--- src/rtl/pong_pkg.sv ---
// Shared types and constants for the Pong game core.
//   game_state_e : top-level game phase, encoded as it appears on game_state.
//   SEL_*        : readout-select codes for the data_out mux.
package pong_pkg;

  typedef enum logic [1:0] {
    ST_IDLE  = 2'd0,
    ST_SERVE = 2'd1,
    ST_PLAY  = 2'd2,
    ST_OVER  = 2'd3
  } game_state_e;

  localparam logic [2:0] SEL_BALL_X   = 3'd0;
  localparam logic [2:0] SEL_BALL_Y   = 3'd1;
  localparam logic [2:0] SEL_PADDLE_L = 3'd2;
  localparam logic [2:0] SEL_PADDLE_R = 3'd3;
  localparam logic [2:0] SEL_SCORE_L  = 3'd4;
  localparam logic [2:0] SEL_SCORE_R  = 3'd5;
  localparam logic [2:0] SEL_STATE    = 3'd6;
  localparam logic [2:0] SEL_ZERO     = 3'd7;

endpackage

--- src/rtl/pong_paddle.sv ---
// Single paddle: a saturating up/down position register advanced on en.
//   clk, rst_n : clock and synchronous active-low reset
//   en         : advance strobe (game tick while the paddle is live)
//   up, dn     : move commands; both or neither hold the position
//   pos        : paddle centre, kept within [PADDLE_HALF, SCREEN_H-1-PADDLE_HALF]
module pong_paddle #(
  parameter int COORD_W     = 8,
  parameter int SCREEN_H    = 48,
  parameter int PADDLE_HALF = 3
) (
  input  logic               clk,
  input  logic               rst_n,
  input  logic               en,
  input  logic               up,
  input  logic               dn,
  output logic [COORD_W-1:0] pos
);

  localparam logic [COORD_W-1:0] POS_RESET = COORD_W'(SCREEN_H / 2);
  localparam logic [COORD_W-1:0] POS_MIN   = COORD_W'(PADDLE_HALF);
  localparam logic [COORD_W-1:0] POS_MAX   = COORD_W'(SCREEN_H - 1 - PADDLE_HALF);
  localparam logic [COORD_W-1:0] POS_ONE   = COORD_W'(1);

  // NOTE: sequential state uses non-blocking assignments so every register
  // samples pre-edge values; reset is synchronous, checked first in the block.
  always_ff @(posedge clk) begin
    if (!rst_n) begin
      pos <= POS_RESET;
    end else if (en && up && !dn && (pos > POS_MIN)) begin
      pos <= pos - POS_ONE;
    end else if (en && dn && !up && (pos < POS_MAX)) begin
      pos <= pos + POS_ONE;
    end
  end

endmodule

--- src/rtl/pong_engine.sv ---
// Pong game core: two paddles, a bouncing ball, scores, a serve/play/over
// state machine and a registered debug readout. Everything advances on the
// one-cycle tick strobe in the clk domain.
//   clk, rst_n          : clock, synchronous active-low reset
//   tick                : game-advance strobe
//   start               : begin a new game (honoured only in IDLE/OVER)
//   up_l/dn_l/up_r/dn_r : paddle commands
//   sel                 : readout select for data_out
//   data_out            : registered readout of the selected value
//   ball_x, ball_y      : ball position
//   paddle_l, paddle_r  : paddle centres
//   score_l, score_r    : scores
//   game_state          : IDLE/SERVE/PLAY/OVER
//   point_pulse         : one-clk strobe after a point is scored
module pong_engine
  import pong_pkg::*;
#(
  parameter int SCREEN_W    = 64,
  parameter int SCREEN_H    = 48,
  parameter int COORD_W     = 8,
  parameter int PADDLE_HALF = 3,
  parameter int SCORE_W     = 4,
  parameter int WIN_SCORE   = 9,
  parameter int SERVE_DELAY = 8
) (
  input  logic               clk,
  input  logic               rst_n,
  input  logic               tick,
  input  logic               start,
  input  logic               up_l,
  input  logic               dn_l,
  input  logic               up_r,
  input  logic               dn_r,
  input  logic [2:0]         sel,
  output logic [7:0]         data_out,
  output logic [COORD_W-1:0] ball_x,
  output logic [COORD_W-1:0] ball_y,
  output logic [COORD_W-1:0] paddle_l,
  output logic [COORD_W-1:0] paddle_r,
  output logic [SCORE_W-1:0] score_l,
  output logic [SCORE_W-1:0] score_r,
  output logic [1:0]         game_state,
  output logic               point_pulse
);

  localparam int CNT_W  = (SERVE_DELAY < 2) ? 1 : $clog2(SERVE_DELAY + 1);
  localparam int DIFF_W = COORD_W + 1;

  localparam logic [COORD_W-1:0] X_CENTRE  = COORD_W'(SCREEN_W / 2);
  localparam logic [COORD_W-1:0] Y_CENTRE  = COORD_W'(SCREEN_H / 2);
  localparam logic [COORD_W-1:0] X_MAX     = COORD_W'(SCREEN_W - 1);
  localparam logic [COORD_W-1:0] X_HIT_R   = COORD_W'(SCREEN_W - 2);
  localparam logic [COORD_W-1:0] Y_MAX     = COORD_W'(SCREEN_H - 1);
  localparam logic [COORD_W-1:0] COORD_ONE = COORD_W'(1);
  localparam logic [SCORE_W-1:0] SCORE_ONE = SCORE_W'(1);
  localparam logic [SCORE_W-1:0] SCORE_WIN = SCORE_W'(WIN_SCORE);
  localparam logic [CNT_W-1:0]   CNT_LOAD  = CNT_W'(SERVE_DELAY);
  localparam logic [CNT_W-1:0]   CNT_ONE   = CNT_W'(1);
  localparam logic signed [DIFF_W-1:0] REACH = DIFF_W'(PADDLE_HALF);

  // Paddle covers the ball when |ball_y - paddle| <= PADDLE_HALF; one extra
  // signed bit keeps the difference from wrapping.
  function automatic logic in_reach(input logic [COORD_W-1:0] by,
                                    input logic [COORD_W-1:0] py);
    logic signed [DIFF_W-1:0] d;
    d = $signed({1'b0, by}) - $signed({1'b0, py});
    return (d <= REACH) && (d >= -REACH);
  endfunction

  game_state_e        state_q, state_d;
  logic [COORD_W-1:0] ball_x_q, ball_x_d, ball_y_q, ball_y_d;
  logic               vx_neg_q, vx_neg_d, vy_neg_q, vy_neg_d;
  logic [SCORE_W-1:0] score_l_q, score_r_q, score_l_inc, score_r_inc;
  logic [CNT_W-1:0]   serve_cnt_q;
  logic [7:0]         data_out_q, readout_d;
  logic               point_pulse_q;

  logic do_start, serve_tick, play_tick, paddle_en;
  logic score_l_evt, score_r_evt, win;

  // ---------------------------------------------------------------- FSM state
  always_ff @(posedge clk) begin
    if (!rst_n) state_q <= ST_IDLE;
    else        state_q <= state_d;
  end

  // ----------------------------------------------------------- FSM next state
  always_comb begin
    state_d = state_q;
    case (state_q)
      ST_IDLE, ST_OVER: if (start) state_d = ST_SERVE;
      ST_SERVE:         if (tick && (serve_cnt_q <= CNT_ONE)) state_d = ST_PLAY;
      ST_PLAY:          if (score_l_evt || score_r_evt) state_d = win ? ST_OVER : ST_SERVE;
      default:          state_d = ST_IDLE;
    endcase
  end

  // --------------------------------------------------------- FSM output decode
  // start wins over a coincident tick because only one strobe is decoded per state.
  always_comb begin
    do_start   = 1'b0;
    serve_tick = 1'b0;
    play_tick  = 1'b0;
    case (state_q)
      ST_IDLE, ST_OVER: do_start   = start;
      ST_SERVE:         serve_tick = tick;
      ST_PLAY:          play_tick  = tick;
      default:          ;
    endcase
    paddle_en = serve_tick | play_tick;
  end

  // ------------------------------------------------------------------ paddles
  pong_paddle #(.COORD_W(COORD_W), .SCREEN_H(SCREEN_H), .PADDLE_HALF(PADDLE_HALF)) u_paddle_l (
    .clk(clk), .rst_n(rst_n), .en(paddle_en), .up(up_l), .dn(dn_l), .pos(paddle_l)
  );

  pong_paddle #(.COORD_W(COORD_W), .SCREEN_H(SCREEN_H), .PADDLE_HALF(PADDLE_HALF)) u_paddle_r (
    .clk(clk), .rst_n(rst_n), .en(paddle_en), .up(up_r), .dn(dn_r), .pos(paddle_r)
  );

  // ------------------------------------------------------------------ scoring
  // A ball sitting on an edge column at a play tick is a point; it does not move.
  assign score_r_evt = play_tick && (ball_x_q == '0);
  assign score_l_evt = play_tick && (ball_x_q == X_MAX);
  assign score_l_inc = score_l_q + SCORE_ONE;
  assign score_r_inc = score_r_q + SCORE_ONE;
  assign win = (score_l_evt && (score_l_inc == SCORE_WIN)) ||
               (score_r_evt && (score_r_inc == SCORE_WIN));

  // ------------------------------------------------------------- ball motion
  // Paddle compare uses the registered (pre-tick) paddle positions.
  // NOTE: every always_comb output gets a default first so no path can infer a latch.
  always_comb begin
    ball_x_d = ball_x_q;
    ball_y_d = ball_y_q;
    vx_neg_d = vx_neg_q;
    vy_neg_d = vy_neg_q;
    if (do_start) begin
      ball_x_d = X_CENTRE;
      ball_y_d = Y_CENTRE;
    end else if (score_l_evt || score_r_evt) begin
      ball_x_d = X_CENTRE;
      ball_y_d = Y_CENTRE;
      vy_neg_d = 1'b0;
      vx_neg_d = score_r_evt;  // serve toward the player who conceded
    end else if (play_tick) begin
      if (ball_y_q == '0)        vy_neg_d = 1'b0;
      else if (ball_y_q == Y_MAX) vy_neg_d = 1'b1;
      if ((ball_x_q == COORD_ONE) && vx_neg_q && in_reach(ball_y_q, paddle_l))
        vx_neg_d = 1'b0;
      else if ((ball_x_q == X_HIT_R) && !vx_neg_q && in_reach(ball_y_q, paddle_r))
        vx_neg_d = 1'b1;
      ball_y_d = vy_neg_d ? (ball_y_q - COORD_ONE) : (ball_y_q + COORD_ONE);
      ball_x_d = vx_neg_d ? (ball_x_q - COORD_ONE) : (ball_x_q + COORD_ONE);
    end
  end

  // ------------------------------------------------------------------ readout
  always_comb begin
    readout_d = 8'd0;
    case (sel)
      SEL_BALL_X:   readout_d = 8'(ball_x_q);
      SEL_BALL_Y:   readout_d = 8'(ball_y_q);
      SEL_PADDLE_L: readout_d = 8'(paddle_l);
      SEL_PADDLE_R: readout_d = 8'(paddle_r);
      SEL_SCORE_L:  readout_d = 8'(score_l_q);
      SEL_SCORE_R:  readout_d = 8'(score_r_q);
      SEL_STATE:    readout_d = {6'd0, state_q};
      SEL_ZERO:     readout_d = 8'd0;
      default:      readout_d = 8'd0;
    endcase
  end

  // ---------------------------------------------------------------- datapath
  always_ff @(posedge clk) begin
    if (!rst_n) begin
      ball_x_q      <= X_CENTRE;
      ball_y_q      <= Y_CENTRE;
      vx_neg_q      <= 1'b0;
      vy_neg_q      <= 1'b0;
      score_l_q     <= '0;
      score_r_q     <= '0;
      serve_cnt_q   <= '0;
      data_out_q    <= 8'd0;
      point_pulse_q <= 1'b0;
    end else begin
      ball_x_q      <= ball_x_d;
      ball_y_q      <= ball_y_d;
      vx_neg_q      <= vx_neg_d;
      vy_neg_q      <= vy_neg_d;
      data_out_q    <= readout_d;
      point_pulse_q <= score_l_evt | score_r_evt;
      if (do_start) begin
        score_l_q   <= '0;
        score_r_q   <= '0;
        serve_cnt_q <= CNT_LOAD;
      end else begin
        if (score_l_evt) score_l_q <= score_l_inc;
        if (score_r_evt) score_r_q <= score_r_inc;
        if (score_l_evt || score_r_evt) serve_cnt_q <= CNT_LOAD;
        else if (serve_tick)            serve_cnt_q <= serve_cnt_q - CNT_ONE;
      end
    end
  end

  assign ball_x      = ball_x_q;
  assign ball_y      = ball_y_q;
  assign score_l     = score_l_q;
  assign score_r     = score_r_q;
  assign game_state  = state_q;
  assign data_out    = data_out_q;
  assign point_pulse = point_pulse_q;

endmodule

--- config.mk ---
export PLATFORM = sky130hd
export DESIGN_NAME = pong_engine
export DESIGN_NICKNAME = d
export VERILOG_FILES = /design/src/rtl/pong_pkg.sv /design/src/rtl/pong_paddle.sv /design/src/rtl/pong_engine.sv
export SDC_FILE = /design/constraint.sdc
export NUM_CORES = 1
export LEC_CHECK = 0
export CAP_MARGIN = 20
export CELL_PAD_IN_SITES_DETAIL_PLACEMENT = 1
export CELL_PAD_IN_SITES_GLOBAL_PLACEMENT = 1
export CORE_UTILIZATION = 45
export CTS_BUF_LIST = sky130_fd_sc_hd__clkbuf_16
export CTS_CLUSTER_SIZE = 10
export DETAILED_ROUTE_END_ITERATION = 16
export GPL_TIMING_DRIVEN = 0
export PLACE_DENSITY = 0.95
export SLEW_MARGIN = 0
export SYNTH_ARGS = -nofsm -noshare
export SYNTH_HDL_FRONTEND = slang
export SYNTH_HIERARCHICAL = 1
export SYNTH_SLANG_ARGS = --single-unit
export TNS_END_PERCENT = 1
--- constraint.sdc ---
create_clock -name clk -period 6.7 [get_ports clk]
set_input_delay 1.005 -clock clk [delete_from_list [all_inputs] [get_ports clk]]
set_output_delay 1.005 -clock clk [all_outputs]
set_load 0.01 [all_outputs]
### Yosys cells after proc, flatten, opt, wreduce, memory -nomap -nowiden

Cells that the tools add are included.

* register bits after elaboration: 57
* output and inout port bits: 51

* add/sub/neg operators: 13
* magnitude comparators: 9
* eq/ne operators: 19
* multiplexer cells: 32
* bitwise logic cells: 4
* reductions and logical operators: 43

Operators with widths (number)
* case mux 8 bit (8 select lines): 1
* two-way mux 8 bit: 6
* adder 8 x 1 -> 8 bit (second input constant): 4
* subtractor 8 x 1 -> 8 bit (second input constant): 4
* equality test 8 x 6 -> 1 bit (second input constant): 3
* logical AND 1 bit: 23
* >= comparator 9 x 3 -> 1 bit (second input constant): 2
* <= comparator 9 x 3 -> 1 bit (second input constant): 2
* subtractor 8 x 8 -> 9 bit: 2
* two-way mux 1 bit: 17
* > comparator 8 x 2 -> 1 bit (second input constant): 2
* logical NOT 8 bit: 2
* < comparator 8 x 6 -> 1 bit (second input constant): 2
* equality test 3 bit (second input constant): 4
* two-way mux 4 bit: 3
* adder 4 x 1 -> 4 bit (second input constant): 2
* equality test 4 bit (second input constant): 2
* equality test 8 x 1 -> 1 bit (second input constant): 1
* two-way mux 2 bit: 4
* equality test 3 x 2 -> 1 bit (second input constant): 2
* != test 2 bit (second input constant): 3
* case mux 2 bit (3 select lines): 1
* nonzero test 2 bit: 3
* logical NOT 1 bit: 5
* other kinds (15): 20

### Longest topological paths before layout

Gate-level depths: netlist of run 1.

* depth in word-level cells: 11
* depth in mapped cells: 14
* mapped depth without buffers: 14

### Modules after synthesis

Netlist of run 1, hierarchy kept.

By module, submodules not included
* pong_engine: times used 1, cells an instance 438, area an instance 3435.8 sq um, seq. area each 820.8 sq um
* pong_paddle: times used 2, cells an instance 72, area an instance 623.1 sq um, seq. area each 160.2 sq um

### Worst setup path after synthesis of run 1

No wires, ideal clock.

* path kind: flip-flop to flip-flop
* from: register ball_y_q[0] (netlist: ball_y[0])
* to: register ball_x_q[4] (netlist: ball_x[4])
* arrival: 3.036 ns
* required time: 6.628 ns
* setup slack: 3.592 ns
* stages on the path, launching flop included: 13
* period minus slack after synthesis: 3.108 ns
* cells stage by stage: dfxtp_1 inv_1 ha_1 fa_1 nand2b_1 a21oi_1 xor2_1 or4_1 nor2_1 a311oi_2 nor2_2 mux2i_1 mux2i_1

* word-level cells in the longest chain between the ends: 10
* elaborated cells on any way between the ends: 16

RTL lines
* start, declared: line pong_engine.sv:71 `logic [COORD_W-1:0] ball_x_q, ball_x_d, ball_y_q, ball_y_d;`
* start signal, assigned: line pong_engine.sv:189 `ball_y_q <= ball_y_d;`
* subtractor 8 x 8 -> 9 bit: line pong_engine.sv:66 `d = $signed({1'b0, by}) - $signed({1'b0, py});`
* <= comparator 9 x 3 -> 1 bit / >= comparator 9 x 3 -> 1 bit (equally long branches): line pong_engine.sv:67 `return (d <= REACH) && (d >= -REACH);`
* logical AND 1 bit: line pong_engine.sv:67
* logical AND 1 bit: line pong_engine.sv:152 `else if ((ball_x_q == X_HIT_R) && !vx_neg_q && in_reach(ball_y_q, paddle_r))`
* two-way mux 1 bit: line pong_engine.sv:152
* two-way mux 1 bit *: line pong_engine.sv:150 `if ((ball_x_q == COORD_ONE) && vx_neg_q && in_reach(ball_y_q, paddle_l))`
* two-way mux 1 bit *: line pong_engine.sv:147 `end else if (play_tick) begin`
* two-way mux 1 bit *: line pong_engine.sv:142 `end else if (score_l_evt || score_r_evt) begin`
* two-way mux 1 bit *: line pong_engine.sv:139 `if (do_start) begin`
* two-way mux 8 bit *: line pong_engine.sv:155 `ball_x_d = vx_neg_d ? (ball_x_q - COORD_ONE) : (ball_x_q + COORD_ONE);`
* end signal, assigned: line pong_engine.sv:188 `ball_x_q <= ball_x_d;`
* end, declared: line pong_engine.sv:71

Mark *: on every way between the ends. The rest lies on a longest branch, timed or not. The select of a mux whose other input is x is not followed.
A chain may end at the register's enable or synchronous reset.

### Worst setup path in the final report of run 1

* from: input tick
* to: register u_paddle_r.pos[7]

* word-level cells in the longest chain between the ends: 6
* elaborated cells on any way between the ends: 11

RTL lines
* start, declared: line pong_engine.sv:28 `input logic tick,`
* two-way mux 1 bit: line pong_engine.sv:104 `case (state_q)`
* OR 1 bit *: line pong_engine.sv:110 `paddle_en = serve_tick | play_tick;`
* net paddle_en: line pong_engine.sv:78 `logic do_start, serve_tick, play_tick, paddle_en;`
* logical AND 1 bit (on tied branches) (3 in a row): line pong_paddle.sv:29, pong_paddle.sv:31
* two-way mux 8 bit / nonzero test 2 bit (equally long branches)
* end signal, assigned: line pong_paddle.sv:30 `pos <= pos - POS_ONE;`
* end signal, assigned: line pong_paddle.sv:32 `pos <= pos + POS_ONE;`
* end, declared: line pong_paddle.sv:16 `output logic [COORD_W-1:0] pos`

The timed path passes the listed nets; every way through them passes the cells marked *.

==> results.md, run 1 <==
- Status: completed
- Syn nets: 646
- Maximum number of pins on one net before global-route repair: 14
- PortBufs: 59
- Row count: 36
- Avg Cell Area, Syn: 8.04 µm²
- Int Power: 0.799 mW
- Kind of critical path: primary input to flop
- Setup bufs post-CTS: 0
- Synth top area cells: dfxtp_1 (24%), ha_1 (13%), nor2_1 (4.7%)
- Fmax: 0.248 GHz
- Max cap viols: 0
- Initial Util: 47.2%
- DRC viols: 0
- EDFF count, synth: 0
- Synth warn: 6
- Setup crit end kind: flop
- Finished Cell Area: 5760 µm²
- Initial antenna violation count: 0
- Worst relative slew slack: 54.4%
- Clk_lat worst skew: 0.33 ns
- Ys async rst share: 0%
- Buf/Inv on CP: 2
- Drt pass-1 iters: 5
- Top layer in use: met4
- Die W: 104 µm
- Final setup vio count: 0
- CP Data Arrival Time: 4.26 ns
- Comb pwr share: 25.4%
- Max clock buf depth: 2
- Min-Delay Path Class: flop to flop
- Die area: 10800 µm²
- Power per cell area: 203 nW/µm²
- VDD IR max: 0.0000887 V
- Resized Gates After CTS: 0
- Max-slew violations: 0
- CTS sink count: 57
- CP max FO: 7
- Top-count cell post-synth: nor2_1
- Share of the synthesized area in the top cell type: 24.4%
- Die Y: 104 µm
- First-pass GRT wire length: 27.6 mm
- Type of origin of the critical path: primary input
- H-tree levels: 3
- Worst path max stage delay: 0.60 ns
- Io pins: 62
- CP Data Required Time: 6.92 ns
- Net Sw Frac: 31.7%
- DR vias/cell: 6.36
- Reg-to-reg slack, setup: 2.93 ns
- P&R area growth vs syn: 23.1%
- WL final: 17.0 mm
- Per-cell routed wire length: 21.5 µm
- DR vias: 5037
- Placement Cell Area: 5440 µm²
- Top post-synthesis cells by count: nor2_1 (59), dfxtp_1 (57), ha_1 (48)
- Clk root buf: clkbuf_16
- Fin. Hold Viols: 0
- Tcrit/Tclk final: 60.3%
- # diodes: 0
- Initial DRC Count: 329
- Vias in the first global route: 5372
- Final Net Count: 718
- Met3 Routed Length: 876 µm
- Post-route ant nets: 0
- Slew @ Worst Pin: 0.683 ns
- Cells after DPL: 774
- Met2 wire length: 8.65 mm
- HPWL Detailed: 12.0 mm
- Overflow after GRT: 0
- Synth area leader: dfxtp_1
- RSZ-0062 raised after global routing: false
- GRT Resource Usage Total: 31.6%
- Fin Setup TNS: 0 ns
- Worst path cell trace: clkdlybuf4s50_1 > o21a_1 > o2111ai_4 > inv_1 > ha_1 > a211oi_1 > o211ai_1 > and2_0 > mux2i_1 > o221a_2
- Synthesized area: 4680 µm²
- Yosys reg bits: 57
- CTS tree: built
- Worst path top cell family by delay: compound AO/OA/AOI/OAI gates
- Sw power: 0.371 mW
- CTS buffer count: 9
- Clk slew on worst S/H paths: 0.06 ns
- Core box area: 9910 µm²
- Hold_buf cts: 0
- Clk_skew: 0.00731 ns
- Lkg Pwr: 2.18 nW
- Routability congestion estimate: 0.938
- Distinct cells, synth: 69
- Clk pwr share: 42.4%
- Crit path max-delay cell type: clkdlybuf4s50_1
- Non-filler cells, final: 792
- Met1 WL: 6.92 mm
- Fraction of layout instances using a drive strength above 1: 6.07%
- Mapped Cells: 582
- Predominant post-synthesis flop cell: dfxtp_1
- Post-layout min period: 4.04 ns
- Sequential area share after synthesis: 24.4%
- Sequential share of power: 32.2%
[logic make-up (layout without fill, tap and decap cells)]
logic type / Yosys count / after routing / share of synthesized area [%]
AO/OA/AOI/OAI: 151 / 151 / 23.1
XOR/XNOR: 29 / 29 / 5.43
adder cells (fa/ha/maj): 53 / 53 / 15.0
buffers and inverters: 60 / 137 / 4.84
flip-flops: 57 / 57 / 24.4
multiplexers: 17 / 17 / 3.63
AND/OR/NAND/NOR: 215 / 215 / 23.7
[power groups by stage]
stage	Sequential, mW	Clock [mW]	Combinational (mW)
2_1_floorplan	0.381	0	0.191
3_3_place_gp	0.382	0	0.260
3_5_place_dp	0.383	0	0.279
4_1_cts	0.376	0.494	0.291
5_1_grt	0.379	0.512	0.320
6_report	0.377	0.496	0.297
[layout make-up]
type	instances	area, µm²
Fill cell	1205	4150
Multi-Input combinational cell	465	3310
Sequential cell	57	1140
Timing Repair Buffer	61	603
Clock buffer	9	225
Inverter	47	176
Tap cell	133	166
Clock inverter	7	85.1
Buffer	13	50.0
[metal layers]
metal | vias up | global-route usage (%)
met5 | - | 0
met4 | 0 | 15.2
met3 | 61 | 6.64
met2 | 204 | 56.6
met1 | 2512 | 35.4
li1 | 2260 | -
[tightest hold or removal path, cell delays in order, from the launching register on]
cell and delay (ns):
dfxtp_1 0.36, nand2_1 0.08, a21oi_1 0.05
[sequential cells by signal, summed over array words and instances, names as in the netlist]
signal and cells:
point_pulse 1, vx_neg_q 1, ball_x 8, u_paddle_r/pos 8
score_l 4, serve_cnt_q 4, ball_y 8, vy_neg_q 1
data_out 8, game_state 2, u_paddle_l/pos 8, score_r 4
[metrics by stage]
stage | hold WS, ns | setup WS [ns] | power (mW) | util [%]
2_1_floorplan | 0.455 | 3.59 | 0.572 | -
3_3_place_gp | 0.495 | 2.59 | 0.642 | 54.9
3_5_place_dp | 0.515 | 2.44 | 0.662 | 54.9
4_1_cts | 0.525 | 2.74 | 1.16 | 58.0
5_1_grt | 0.546 | 2.55 | 1.21 | 58.1
6_report | 0.534 | 2.66 | 1.17 | 58.1
[cell usage in the layout (no fill, tap or decap), types with 9 or more instances in the layout]
master	n
o21ai_0	23
mux2i_1	17
nor2_1	59
dfxtp_1	57
nor2b_1	14
nand2_1	45
ha_1	48
clkdlybuf4s50_1	59
clkbuf_16	9
o211ai_1	11
nor3_1	18
clkbuf_1	11
xor2_1	14
inv_1	47
o21a_1	9
nand3_1	17
a21oi_1	41
xnor2_1	15
[path summary, 6_finish.rpt]
check	startpoint	end	depth (start not counted)
worst min register to register	game_state[1]	game_state[1]	2
worst min-delay path	game_state[1]	game_state[1]	2
worst max-delay path	tick	u_paddle_r/pos[7]	10
worst max register to register	ball_y[1]	ball_x[5]	11
Note: power is estimated with default switching activity, not from simulation.
==> run 2: changes to the inputs <==
- CORE_UTILIZATION: 45 -> 42
- PLACE_DENSITY: 0.95 -> 0.93
- clock period: 6.7 -> 4.1 ns (I/O delays scaled with it)
==> results.md, run 2 (synthesis gave the netlist of run 1 again) <==
- Status: completed
- Resized Gates After CTS: 0 (unchanged)
- Final setup vio count: 0 (unchanged)
- Final Net Count: 716 (-0.28%)
- Per-cell routed wire length: 19.7 µm (-8.6%)
- CP Data Arrival Time: 3.96 ns (-0.30 ns)
- Initial DRC Count: 287 (-13%)
- GRT Resource Usage Total: 28.2% (-3.4 points)
- Clk_lat worst skew: 0.34 ns (about the same)
- Max clock buf depth: 2 (unchanged)
- CP Data Required Time: 4.32 ns (-2.60 ns)
- Vias in the first global route: 5192 (-3.4%)
- Kind of critical path: flop to flop
- HPWL Detailed: 11.7 mm (-2.2%)
- CTS buffer count: 9 (unchanged)
- Clk_skew: 0.00587 ns (-0.00143 ns)
- Hold_buf cts: 0 (unchanged)
- Initial antenna violation count: 0 (unchanged)
- Drt pass-1 iters: 4 (-1)
- Fin Setup TNS: 0 ns (unchanged)
- Fin. Hold Viols: 0 (unchanged)
- Reg-to-reg slack, setup: 0.37 ns (-2.56 ns)
- Post-route ant nets: 0 (unchanged)
- Die W: 108 µm (+3.4%)
- P&R area growth vs syn: 22.4%
- Setup crit end kind: flop
- Clk pwr share: 40.7% (-1.7 points)
- VDD IR max: 0.000166 V (+87%)
- Lkg Pwr: 2.16 nW (-1.1%)
- Die area: 11600 µm² (+7.0%)
- Die Y: 108 µm (+3.4%)
- Buf/Inv on CP: 1 (-1)
- Max cap viols: 0 (unchanged)
- Clk root buf: clkbuf_16
- DR vias/cell: 6.07 (-4.6%)
- Comb pwr share: 25.7% (+0.3 points)
- Hold slack: 0.515 ns (-0.0186 ns)
- H-tree levels: 3 (unchanged)
- Routability congestion estimate: 0.896 (-4.5%)
- Fmax: 0.268 GHz
- Worst path max stage delay: 0.55 ns (-0.05 ns)
- Slew @ Worst Pin: 0.989 ns (+0.306 ns)
- Row count: 38 (+5.6%)
- Clk slew on worst S/H paths: 0.06 ns (about the same)
- Place WS: 0.266 ns (-2.17 ns)
- WL final: 15.6 mm (-8.2%)
- Io pins: 62 (unchanged)
- CTS tree: built
- Min-Delay Path Class: flop to flop
- PortBufs: 59 (unchanged)
- Sequential share of power: 33.5% (+1.3 points)
- Initial Util: 43.2% (-4.1 points)
- Fraction of layout instances using a drive strength above 1: 5.95% (-0.12 points)
- Type of origin of the critical path: flop
- CP max FO: 6 (-1)
- Worst path cell trace: inv_1 > ha_1 > fa_1 > nand2b_1 > a21oi_1 > xor2_1 > or4_1 > nor2_1 > a311oi_2 > nor4_1 > o21ai_0 > nor3b_1
- Final worst slack: 0.368 ns (-2.29 ns)
- Maximum number of pins on one net before global-route repair: 14 (unchanged)
- Sw power: 0.596 mW (+61%)
- Int Power: 1.24 mW (+55%)
- Worst relative slew slack: 33.6% (-21 points)
- Core box area: 10800 µm² (+9.4%)
- Post-layout min period: 3.73 ns
- Setup bufs post-CTS: 0 (unchanged)
- Tcrit/Tclk final: 91.0%
- # diodes: 0 (unchanged)
- CTS sink count: 57 (unchanged)
- RSZ-0062 raised after global routing: false
- Overflow after GRT: 0 (unchanged)
- First-pass GRT wire length: 25.4 mm (-7.8%)
- Power per cell area: 320 nW/µm² (+58%)
- Commonest non-fill, non-tap cells in the layout: nor2_1 (59), clkdlybuf4s50_1 (59), dfxtp_1 (57), ha_1 (48), inv_1 (47)
- Crit path max-delay cell type: or4_1
- Max-slew violations: 0 (unchanged)
- Worst path top cell family by delay: simple AND/OR/NAND/NOR gates
- DR vias: 4832 (-4.1%)
- DRC viols: 0 (unchanged)
- Net Sw Frac: 32.4% (+0.75 points)
-- run 2: layout make-up --
| cell class | count | area (µm²) |
|---|---|---|
| fill | 1344 | 5110 |
| clock inverter | 6 | 60.1 |
| buffer | 13 | 50.0 |
| sequential | 57 | 1140 |
| clock buffer | 9 | 225 |
| inverter | 47 | 176 |
| timing repair buffer | 59 | 591 |
| tap | 140 | 175 |
| multi-input combinational | 465 | 3310 |
-- run 2: final timing paths --
check / start / to / cells past startpoint
setup / recovery: ball_y[0] / ball_x[7] / 12
setup reg to reg: ball_y[0] / ball_x[7] / 12
hold / removal: game_state[1] / game_state[1] / 2
hold reg to reg: game_state[1] / game_state[1] / 2
-- run 2: worst min-delay path: cells and delay by family (launching register included) --
| kind | cells | cell delay (ns) |
|---|---|---|
| flip-flops | 1 | 0.34 |
| AND/OR/NAND/NOR | 1 | 0.07 |
| AO/OA/AOI/OAI | 1 | 0.05 |
-- run 2: layer usage --
layer	part of all wire [%]	wire, µm	global-route usage, %	up-vias
li1	-	-	-	2262
met1	41	6340	31.5	2379
met2	51	8050	52.2	148
met3	5.3	827	4.72	43
met4	2.7	430	12.1	0
met5	0	0	0	-
-- run 2: metrics by stage --
stage / instances / total power, mW / instance area, µm² / util (%)
final: 796 / 1.84 / 5730 / 52.9
after global routing: 796 / 1.90 / 5730 / 52.9
after CTS: 796 / 1.83 / 5730 / 52.9
after detailed placement: 781 / 1.08 / 5450 / 50.3
after global placement: 781 / 1.05 / 5450 / 50.3
after floorplan: 582 / 0.934 / 4680 / -
-- run 2: power by group through the flow --
stage                     Combinational [mW]  Clock [mW]  Sequential (mW)
final                                  0.473       0.748            0.616
after detailed placement               0.458           0            0.627
after CTS                              0.468       0.744            0.615
after floorplan                        0.312           0            0.622
after global placement                 0.429           0            0.624
after global routing                   0.517       0.767            0.618
==> run 3: changes to the inputs <==
- ABC_AREA: default -> 1
- CORE_UTILIZATION: 42 -> 40
==> results.md, run 3 <==
- CP Data Required Time: 4.32 ns (about the same)
- Slew @ Worst Pin: 0.810 ns (-0.178 ns)
- Most common cell after layout, fill and taps aside: nand2_1
- P&R area growth vs syn: 21.4%
- Synth warn: 6 (unchanged)
- Fmax: 0.252 GHz (-5.9%)
- Die W: 113 µm (+5.1%)
- Avg Cell Area, Syn: 6.67 µm² (-17%)
- Tcrit/Tclk final: 96.7% (+5.7 points)
- Min-Delay Path Class: flop to flop
- Largest family of logic cells by synthesized area: simple AND/OR/NAND/NOR gates
- Commonest non-fill, non-tap cells in the layout: nand2_1 (167), inv_1 (118), nor2_1 (68), clkdlybuf4s50_1 (61), dfxtp_1 (57)
- Fin. Hold Viols: 0 (unchanged)
- Resized Gates After CTS: 0 (unchanged)
- Syn nets: 804 (+24%)
- Final setup vio count: 0 (unchanged)
- Synth top area cells: dfxtp_1 (23%), nand2_1 (13%), ha_1 (12%)
- Max-slew violations: 0 (unchanged)
- Type of origin of the critical path: primary input
- H-tree levels: 3 (unchanged)
- First-pass GRT wire length: 27.7 mm (+8.9%)
- Predominant post-synthesis flop cell: dfxtp_1
- # diodes: 0 (unchanged)
- Clk slew on worst S/H paths: 0.05 ns (about the same)
- Mapped Cells: 740 (+27%)
- Non-filler cells, final: 963 (+21%)
- Ys async rst share: 0% (unchanged)
- Max clock buf depth: 2 (unchanged)
- CTS buffer count: 9 (unchanged)
- Io pins: 62 (unchanged)
- Clk_lat worst skew: 0.34 ns (about the same)
- Distinct cells, synth: 52 (-25%)
- Overflow after GRT: 0 (unchanged)
- Setup bufs post-CTS: 0 (unchanged)
- CP max FO: 10 (+4)
- Die area: 12800 µm² (+10%)
- RSZ-0062 raised after global routing: true
- VDD IR max: 0.000184 V (+11%)
- Maximum number of pins on one net before global-route repair: 21 (+7)
- Reg2Reg Launch Point: game_state[0]
- Routability congestion estimate: 0.891 (-0.57%)
- Clk_skew: 0.00630 ns (+0.000430 ns)
- Mux contribution to synthesized area: 0% (-3.6 points)
- Cells after DPL: 948 (+21%)
- HPWL Detailed: 12.6 mm (+7.4%)
- Share of the synthesized area in the top cell type: 23.1% (-1.2 points)
- Synth area leader: dfxtp_1
- Vias in the first global route: 5700 (+9.8%)
- Setup crit end kind: flop
- CP Data Arrival Time: 4.18 ns (+0.22 ns)
- GRT Resource Usage Total: 27.4% (-0.80 points)
- Post-synthesis compound-gate area fraction: 14.1% (-9.0 points)
- Post-route ant nets: 0 (unchanged)
- Top-count cell post-synth: nand2_1
- Clk root buf: clkbuf_16
- PortBufs: 61 (+3.4%)
- Sequential area share after synthesis: 23.1% (-1.2 points)
- Reg-to-reg slack, setup: 0.20 ns (-0.17 ns)
- Worst relative slew slack: 45.8% (+12 points)
- Max cap viols: 0 (unchanged)
- DRC viols: 0 (unchanged)
- Top post-synthesis cells by count: nand2_1 (167), inv_1 (117), nor2_1 (68)
- Status: completed
- Hold Startpoint: ball_x[3]
- Worst reg2reg path endpoint: u_paddle_r/pos[5]
- Initial DRC Count: 254 (-11%)
- Initial antenna violation count: 0 (unchanged)
- EDFF count, synth: 0 (unchanged)
- WHS Endpoint: ball_x[3]
- Initial Util: 41.1% (-2.1 points)
- Simple-gate share of the synthesized area: 31.8% (+8.1 points)
- Post-layout min period: 3.96 ns (+0.232 ns)
- Post-Synth XOR/XNOR Area: 5.83% (+0.41 points)
- Post-Synth Adder-Cell Area: 14.2% (-0.76 points)
- Hold_buf cts: 0 (unchanged)
- Per-cell routed wire length: 17.6 µm (-11%)
- DR vias: 5335 (+10%)
- Hold slack: 0.559 ns (+0.0443 ns)
- Synthesized area: 4930 µm² (+5.3%)
- Yosys reg bits: 57 (unchanged)
- CTS sink count: 57 (unchanged)
- Core box area: 12000 µm² (+11%)
- Fraction of layout instances using a drive strength above 1: 6.74% (+0.80 points)
- Hold depth: 2 (unchanged)
- Drt pass-1 iters: 4 (unchanged)
- Register-to-Register Path Depth: 17 (+5)
- Power per cell area: 469 nW/µm² (+46%)
- Final Net Count: 876 (+22%)
- Row count: 40 (+5.3%)
- WL final: 16.9 mm (+8.2%)
- DR vias/cell: 5.54 (-8.7%)
- Kind of critical path: primary input to flop
- CTS tree: built
- Lkg Pwr: 2.83 nW (+31%)
- Die Y: 113 µm (+5.1%)
[run 3: changes by cell type in the layout (fill, tap and decap cells not counted), sizes merged, moves of 12 or more]
cell / change
mux2i: -17
nor2: +13
nand3: +38
nor2b: -14
a21oi: +12
inv: +76
nand2: +132
[run 3: per-layer routing]
layer / wire length, µm / GRT usage (%) / part of all wire (%)
met1: 7300 / 32.4 / 43
met2: 8330 / 48.4 / 49
met4: 616 / 13.0 / 3.6
met5: 0 / 0 / 0
met3: 679 / 4.45 / 4.0
[run 3: final cells by class]
| type | count | area, µm² |
|---|---|---|
| fillers | 1604 | 6020 |
| multi-input cells | 549 | 3260 |
| flip-flops and latches | 57 | 1140 |
| repair buffers | 61 | 611 |
| inverters | 124 | 465 |
| clock buffers | 9 | 225 |
| well taps | 147 | 184 |
| plain buffers | 10 | 72.6 |
| clock inverters | 6 | 27.5 |
[run 3: how the worst max path moves through the flow]
stage	startpoint	end	slack (ns)	cells after the start
floorplan	ball_y[2]	ball_y[7]	1.04	18
global placement	tick	u_paddle_l/pos[5]	0.05	16
detailed placement	tick	u_paddle_r/pos[7]	-0.05	17
CTS	tick	u_paddle_r/pos[5]	0.20	16
global route	tick	u_paddle_r/pos[7]	-0.06	19
finish	tick	u_paddle_r/pos[5]	0.14	16
[run 3: report_power, final]
part / leakage, nW / switching, mW / internal, mW / total [mW]
clock: 0.133 / 0.264 / 0.395 / 0.660
combinational: 2.23 / 0.891 / 0.534 / 1.43
sequential: 0.463 / 0.108 / 0.616 / 0.724
[run 3: logic make-up after synthesis]
group / count (synthesis)
buffers and inverters: 134
adder cells (fa/ha/maj): 53
AO/OA/AOI/OAI: 116
flip-flops: 57
AND/OR/NAND/NOR: 348
XOR/XNOR: 32
[run 3: through the flow]
step	setup TNS (ns)	area, µm²	utilization [%]	power [mW]	worst slack, ns
floorplan	0	4930	-	1.69	1.04
global route	-0.0986	5990	49.8	3.02	-0.0551
global placement	0	5730	47.7	2.05	0.0538
CTS	0	5980	49.8	2.82	0.198
finish	0	5990	49.8	2.81	0.136
detailed placement	-0.101	5730	47.7	2.12	-0.0461
[run 3: critical path: stages]
cell             delay, ns
clkdlybuf4s50_1       0.46
nand2_1               0.17
clkbuf_1              0.44
clkbuf_1              0.49
nand2_1               0.34
nand2_1               0.16
nor2_1                0.06
nand2_2               0.14
inv_2                 0.12
ha_1                  0.33
or2_1                 0.25
nand2_1               0.14
nor2_1                0.07
nor2_1                0.11
xor2_1                0.18
a21oi_1               0.08
